### src/rtl/countdown_timer.sv
// Three-digit BCD countdown timer (M:SS). Keypad digits shift in from the right,
// then the value counts down one second per enabled clock and stops at 0:00.
module countdown_timer (
    input  logic       clock,
    input  logic       clearn,
    input  logic [3:0] data,
    input  logic       loadn,
    input  logic       en,
    output logic [3:0] mins,
    output logic [3:0] sec_tens,
    output logic [3:0] sec_ones,
    output logic       zero
);

    logic [3:0] r_mins;
    logic [3:0] r_tens;
    logic [3:0] r_ones;

    logic [3:0] w_sat;
    logic [3:0] w_dec_mins;
    logic [3:0] w_dec_tens;
    logic [3:0] w_dec_ones;
    logic       w_zero;

    assign w_sat  = (data > 4'd9) ? 4'd9 : data;
    assign w_zero = (r_mins == '0) && (r_tens == '0) && (r_ones == '0);

    // Tens digit may legally hold 6..9 after a load; borrow rules apply unchanged.
    always_comb begin
        w_dec_mins = r_mins;
        w_dec_tens = r_tens;
        w_dec_ones = r_ones;
        if (r_ones != '0) begin
            w_dec_ones = r_ones - 4'd1;
        end else if (r_tens != '0) begin
            w_dec_tens = r_tens - 4'd1;
            w_dec_ones = 4'd9;
        end else if (r_mins != '0) begin
            w_dec_mins = r_mins - 4'd1;
            w_dec_tens = 4'd5;
            w_dec_ones = 4'd9;
        end
    end

    always_ff @(posedge clock) begin
        if (clearn) begin
            r_mins <= '0;
            r_tens <= '0;
            r_ones <= '0;
        end else if (!loadn) begin
            r_mins <= r_tens;
            r_tens <= r_ones;
            r_ones <= w_sat;
        end else if (en && !w_zero) begin
            r_mins <= w_dec_mins;
            r_tens <= w_dec_tens;
            r_ones <= w_dec_ones;
        end
    end

    assign mins     = r_mins;
    assign sec_tens = r_tens;
    assign sec_ones = r_ones;
    assign zero     = w_zero;

endmodule

### config.mk
export PLATFORM = sky130hd
export DESIGN_NAME = countdown_timer
export DESIGN_NICKNAME = d
export VERILOG_FILES = /design/src/rtl/countdown_timer.sv
export SDC_FILE = /design/constraint.sdc
export NUM_CORES = 1
export LEC_CHECK = 0
export CAP_MARGIN = 20
export CORE_MARGIN = 3
export CORE_UTILIZATION = 30
export CTS_BUF_LIST = sky130_fd_sc_hd__clkbuf_16
export DETAILED_ROUTE_END_ITERATION = 12
export PLACE_DENSITY = 0.57
export SYNTH_ARGS = -nofsm -noshare
export SYNTH_HDL_FRONTEND = slang
export SYNTH_SLANG_ARGS = --single-unit
### constraint.sdc
create_clock -name clock -period 3.3 [get_ports clock]
set_clock_uncertainty 0.05 [all_clocks]
set_input_delay 0.66 -clock clock [delete_from_list [all_inputs] [get_ports clock]]
set_output_delay 0.66 -clock clock [all_outputs]
set_load 0.02 [all_outputs]
# Yosys cells after proc, flatten, opt, wreduce, memory -nomap -nowiden
# Index checks and enable logic that the tools add are counted.
# totals
regBits	12
input_bits	8
output_inout_bits	13
wordCells	42
# op_classes
add_sub_neg	3
order_cmp	1
n_eq_ne	6
mux	16
reduce_logical	13
# ops
cell	n
$mux 4	16
$logic_not 4->1	3
$reduce_bool 4->1	3
$sub 4x1->4 const B	3
$gt 4x4->1 const B	1
$ne 2x1->1 const B	2
$ne 2x2->1 const B	2
$ne 4x1->1 const B	1
$reduce_and 4->1	1
$logic_and 1x1->1	3
$ne 3x1->1 const B	1
$reduce_and 3->1	1
$reduce_and 2->1	1
$logic_not 1->1	1

# Depth between registers and ports, before layout
# Gate-level depths: netlist (run 1).
# depth
ltp_word	7
mapped_depth	6
ltp_nobuf	6

# Least setup slack after synthesis (run 1)
# Ideal clock, no wire load.
# synth_timing
kind	input-to-reg
start	input port en
end	register r_tens[2] (netlist: sec_tens[2])
setup_ps	91
arrival_time_ps	2077
required_time_ps	3159
setup_slack_ps	1082
cell_stages	5
n_path_buf	1
cell_sequence	or3b_1 buf_2 or4_4 or3_1 a311oi_1
# synth_between
elab_chain_len	3
# synth_lines
element	line	source
start, declared	8	input logic en,
$logic_and 1x1->1	54	end else if (en && !w_zero) begin
$ne 2x1->1 (no line)	-	
$reduce_and 3->1 (no line)	-	
end signal, assigned	52	r_tens <= r_ones;
end signal, assigned	56	r_tens <= w_dec_tens;
end, declared	16	logic [3:0] r_tens;
# No other way between the ends.
# A chain may end at the register's enable or synchronous reset.

# Final worst setup path (run 1)
# layout_timing
start	register r_mins[0] (netlist: mins[0])
end	output port zero
# layout_between
elab_chain_len	3
# layout_lines
element	line	source
start, declared	15	logic [3:0] r_mins;
start signal, assigned	51	r_mins <= r_tens;
start signal, assigned	55	r_mins <= w_dec_mins;
$logic_not 4->1	26	assign w_zero = (r_mins == '0) && (r_tens == '0) && (r_ones == '0);
$logic_and 1x1->1 (2 in a row)	26	
end, declared	12	output logic zero
# No other way between the ends.

==> results of run 1 <==
cell type report:
cell class	instances	area (µm²)	area share [%]
clock inverters	1	3.75	0.373
multi-input cells	67	428	42.5
inverters	5	18.8	1.86
flip-flops and latches	12	240	23.9
clock buffers	3	75.1	7.45
well taps	27	33.8	3.35
repair buffers	21	208	20.6
worst paths after layout:
check / from / to
hold / removal: sec_ones[3] / sec_tens[3]
setup / recovery: mins[0] / zero
hold reg to reg: sec_ones[3] / sec_tens[3]
setup reg to reg: sec_ones[0] / sec_tens[2]
power groups by stage:
stage / registers (mW) / clock network (mW) / logic [mW]
after floorplan: 0.183 / 0 / 0.0577
after global placement: 0.175 / 0 / 0.114
after detailed placement: 0.174 / 0 / 0.114
after CTS: 0.172 / 0.224 / 0.115
after global routing: 0.174 / 0.231 / 0.127
final: 0.172 / 0.218 / 0.115
per-layer routing:
layer	wire [µm]	track usage (%)	vias to the layer above
li1	-	-	367
met1	884	19.1	332
met2	763	20.3	22
met3	111	3.54	2
met4	7	4.98	0
met5	0	0	-
sequential cells by signal (all words and copies together), names as in the netlist:
name and flops:
sec_ones 4, mins 4, sec_tens 4
per-stage QoR:
step | instances | util, % | worst slack (ns) | power (mW) | area, µm²
5_1_grt | 136 | 48.4 | 0.396 | 0.531 | 1010
4_1_cts | 136 | 48.4 | 0.506 | 0.511 | 1010
2_1_floorplan | 88 | - | 1.08 | 0.240 | 703
3_3_place_gp | 132 | 44.6 | 0.546 | 0.288 | 928
3_5_place_dp | 132 | 44.6 | 0.504 | 0.288 | 928
6_report | 136 | 48.4 | 0.539 | 0.504 | 1010
logic make-up (layout without fill, tap and decap cells):
| logic type | after synthesis | after routing | synth area share, % |
|---|---|---|---|
| AND/OR/NAND/NOR | 40 | 40 | 31.0 |
| AO/OA/AOI/OAI | 23 | 23 | 23.7 |
| flip-flops | 12 | 12 | 34.2 |
| buffers and inverters | 9 | 30 | 4.98 |
| adder cells (fa/ha/maj) | 2 | 2 | 3.56 |
| XOR/XNOR | 1 | 1 | 1.25 |
| multiplexers | 1 | 1 | 1.42 |
synth_stat cells (all sizes together), types with 2 or more instances:
cell    count  area share [%]
or3b        2             2.5
dfxtp      12              34
nand2b      2             1.8
a21oi       2             1.4
nor2       14             7.5
a211oi      2             2.1
clkbuf      3             1.6
inv         5             2.7
or3         4             3.6
nor3        3             2.1
nand2       4             2.1
o21ai       6             4.3
a311oi      5             6.2
ha          2             3.6
critical path: stages (launching register included):
cell             delay, ns
dfxtp_1               0.32
inv_1                 0.11
ha_1                  0.16
nor4b_1               0.22
buf_4                 0.17
and4_1                0.21
clkdlybuf4s50_1       0.61
==> impl_metrics.yaml, run 1 <==
clock_network:
  cts_resized: 0
  clkTransAtPathRegs_ns: 0.04
  cts_buffers: 3
  h-tree-depth: 1
  cts_sinks: 12
  cts_tree: "done"
  postCtsHoldBufs: 0
  post-cts-setup-buffers: 0
  root_buffer: "clkbuf_16"
  worstSkewPairLatency_ns: 0.24
  clk_path_buf_depth: 2
synth:
  ys_types: 37
  ys.flop_type: "dfxtp_1"
  synth_edf_count: 0
  syn_inst: 88
  synth_seq_area_share_pct: 34.2
  synth_area_um2: 703
  syn-num-nets: 98
  syn_avg_cell_area_um2: 7.99
  ys_ff_latch: 12
  async_flop_share_pct: 0
  yosysWarnings: 0
pwr:
  pwr-share-seq_pct: 34.0
  comb_power_share_pct: 22.7
  p_int_uw: 373
  swShare_pct: 26.1
  vdd_drop_max_mv: 0.262
  power_density_nw_per_um2: 501
  p_clk_share_pct: 43.2
  p_leak_nw: 0.370
  power.switching_uw: 132
layout:
  final_common_cell: "clkdlybuf4s50_1"
  n_antenna_cell: 0
  final_cell_mix: "clkdlybuf4s50_1, nor2_1, dfxtp_1"
  synthToLayoutAreaGrowth_pct: 43.2
  nets: 120
  drive_gt1_share_pct: 6.42
  n_fill_cell: 221
run_status:
  status: "completed"
detailed_routing:
  wl_per_cell_um: 13.0
  finalWirelength_mm: 1.77
  vias_per_cell: 5.32
  vias: 723
  first_pass_iters: 4
  drc: 0
  final_antenna_net_count: 0
  drtIter0Drc: 15
critical_path:
  required_ns: 2.59
  critPathArrivalTime_ns: 2.05
  r2r_slack_ns: 1.29
  critPathKind: "reg2out"
  cp_max_fo: 3
  cp-start-kind: "flip-flop"
  reg2regPathDepth: 4
  worst_setup_path_end_kind: "output pin"
timing:
  setup_viol: 0
  max_freq_ghz: 0.362
  finalHoldViolations: 0
  timing.final.crit_share_pct: 83.7
  maxSlewHeadroom_pct: 49.9
  min_period_ns: 2.76
  hold_slack_ns: 0.483
  fin_tns_setup_ns: 0
  maxSlewViolCount: 0
  worst_slew_pin_slew_ns: 0.749
  rsz0062_at_grt: "no"
floorplan:
  rows: 16
  io_pins: 21
  die_x_um: 54.4
  core_um2: 2080
  die_h_um: 54.4
  initial_core_util_pct: 33.8
  dieArea_um2: 2960
global_routing:
  grt_max_degree: 24
  grt_pass1_wl_mm: 2.97
  antenna_found_initial: 0
  grt_pass1_vias: 660
  grt_use_total_pct: 13.8
  overflow: 0
run:
  drv_cap: 0
placed_design:
  port-buffer-count: 20
  dp_hpwl_mm: 1.27
  gp_congestion: 0.780
min_path:
  holdPathStages: 2
  hold_path_class: "reg2reg"
No activity file was read; power rests on OpenSTA's default activity.
==> run 2, diff against run 1 <==
- PLACE_DENSITY: 0.57 -> 0.59
- clock period: 3.3 -> 2.5 ns (I/O delays scaled with it)
==> impl_metrics.yaml, run 2 (synthesized netlist as in run 1, its figures left out) <==
clock_network:
  post-cts-setup-buffers: 0
  cts_buffers: 3
  cts_resized: 2
  cts_tree: "done"
  cts_sinks: 12
  postCtsHoldBufs: 0
  h-tree-depth: 1
  clk_path_buf_depth: 2
  root_buffer: "clkbuf_16"
  clkTransAtPathRegs_ns: 0.04
  worstSkewPairLatency_ns: 0.24
global_routing:
  grt_use_met3_pct: 4.90
  grt_busiest_layer: "met2"
  overflow: 0
  use_met1_pct: 15.9
  grt_pass1_vias: 677
  use_met2_pct: 24.5
  grt_pass1_wl_mm: 2.97
  grt_max_degree: 18
  antenna_found_initial: 0
  grt_use_total_pct: 14.3
timing:
  worst_slack_ns: 0.214
  min_period_ns: 2.29
  worst_slew_pin_slew_ns: 0.511
  timing.final.crit_share_pct: 91.4
  max_freq_ghz: 0.437
  maxSlewViolCount: 0
  rsz0062_at_grt: "no"
  finalHoldViolations: 0
  setup_viol: 0
  maxSlewHeadroom_pct: 65.8
placed_design:
  dp.cells: 136
  gp_congestion: 0.727
  post-place-ws_ns: -0.0120
  dp_hpwl_mm: 1.34
  place_area_um2: 958
  port-buffer-count: 20
critical_path:
  cp-start-kind: "flip-flop"
  cpMaxStageDelayCell: "dlygate4sd2_1"
  cpPeakStageDelay_ns: 0.34
  critPathKind: "reg2out"
  worst_setup_path_end_kind: "output pin"
  cpLargestDelayFamily: "simple AND/OR/NAND/NOR gates"
  cp_max_fo: 3
  required_ns: 1.95
  critPathArrivalTime_ns: 1.74
  r2r_slack_ns: 0.60
  path_buf_inv: 2
  crit_chain: "inv_1 > ha_1 > nor4b_2 > and4_1 > dlygate4sd2_1"
detailed_routing:
  finalWirelength_mm: 1.80
  vias: 738
  wl_per_cell_um: 13.0
  drc: 0
  first_pass_iters: 4
  drtIter0Drc: 1
  final_antenna_net_count: 0
  vias_per_cell: 5.31
run:
  drv_cap: 0
pwr:
  p_leak_nw: 0.393
  vdd_drop_max_mv: 0.460
  power_density_nw_per_um2: 647
layout:
  synthToLayoutAreaGrowth_pct: 47.7
  final_cell_mix: "clkdlybuf4s50_1, nor2_1, dfxtp_1"
  fin_area_um2: 1040
  final_cells: 139
  n_antenna_cell: 0
  drive_gt1_share_pct: 10.7
  fin_util_pct: 49.9
  n_fill_cell: 213
  final_common_cell: "clkdlybuf4s50_1"
  nets: 124
min_path:
  hold_path_class: "reg2reg"
floorplan:
  io_pins: 21
  die_x_um: 54.4
  rows: 16
  core_um2: 2080
  die_h_um: 54.4
  initial_core_util_pct: 33.8
  dieArea_um2: 2960
run_status:
  status: "completed"
==> run 2: cell types whose count changed in the layout (fill, tap and decap cells not counted) <==
cell and change:
clkdlybuf4s50_1 -1, nor4b_1 -1, clkinv_1 -1, dlygate4sd2_1 +1, buf_4 +4, nor4b_2 +1
==> run 2: power breakdown <==
group          internal, mW  switching, mW
clock                 0.208         0.0790
sequential            0.206         0.0211
combinational        0.0814         0.0769
==> run 2: final cells by class <==
type,instances,area (µm²),share of cell area [%]
Clock buffer,3,75.1,7.23
Inverter,5,18.8,1.81
Multi-Input combinational cell,67,434,41.8
Sequential cell,12,240,23.1
Tap cell,27,33.8,3.25
Timing Repair Buffer,25,236,22.8
==> run 2: worst paths after layout <==
check,from,end,depth (start not counted)
setup reg to reg,sec_ones[3],sec_tens[2],4
setup / recovery,mins[0],zero,5
hold reg to reg,sec_ones[3],sec_tens[3],2
hold / removal,sec_ones[3],sec_tens[3],2
==> run 2: worst min-delay path, delay by kind of cell, from the launching register on <==
kind | cells | cell delay [ns]
AND/OR/NAND/NOR | 1 | 0.10
flip-flops | 1 | 0.35
AO/OA/AOI/OAI | 1 | 0.05
==> run 2: through the flow <==
step	power [mW]	hold WS [ns]	setup TNS, ns
after floorplan	0.317	0.528	0
after global placement	0.387	0.479	0
after detailed placement	0.388	0.499	-0.0120
after CTS	0.679	0.507	0
after global routing	0.710	0.538	0
final	0.672	0.501	0
==> run 2: layer usage <==
| metal | vias up | wire length (µm) |
|---|---|---|
| li1 | 375 | - |
| met1 | 344 | 833 |
| met2 | 17 | 861 |
| met3 | 2 | 93 |
| met4 | 0 | 15 |
| met5 | - | 0 |
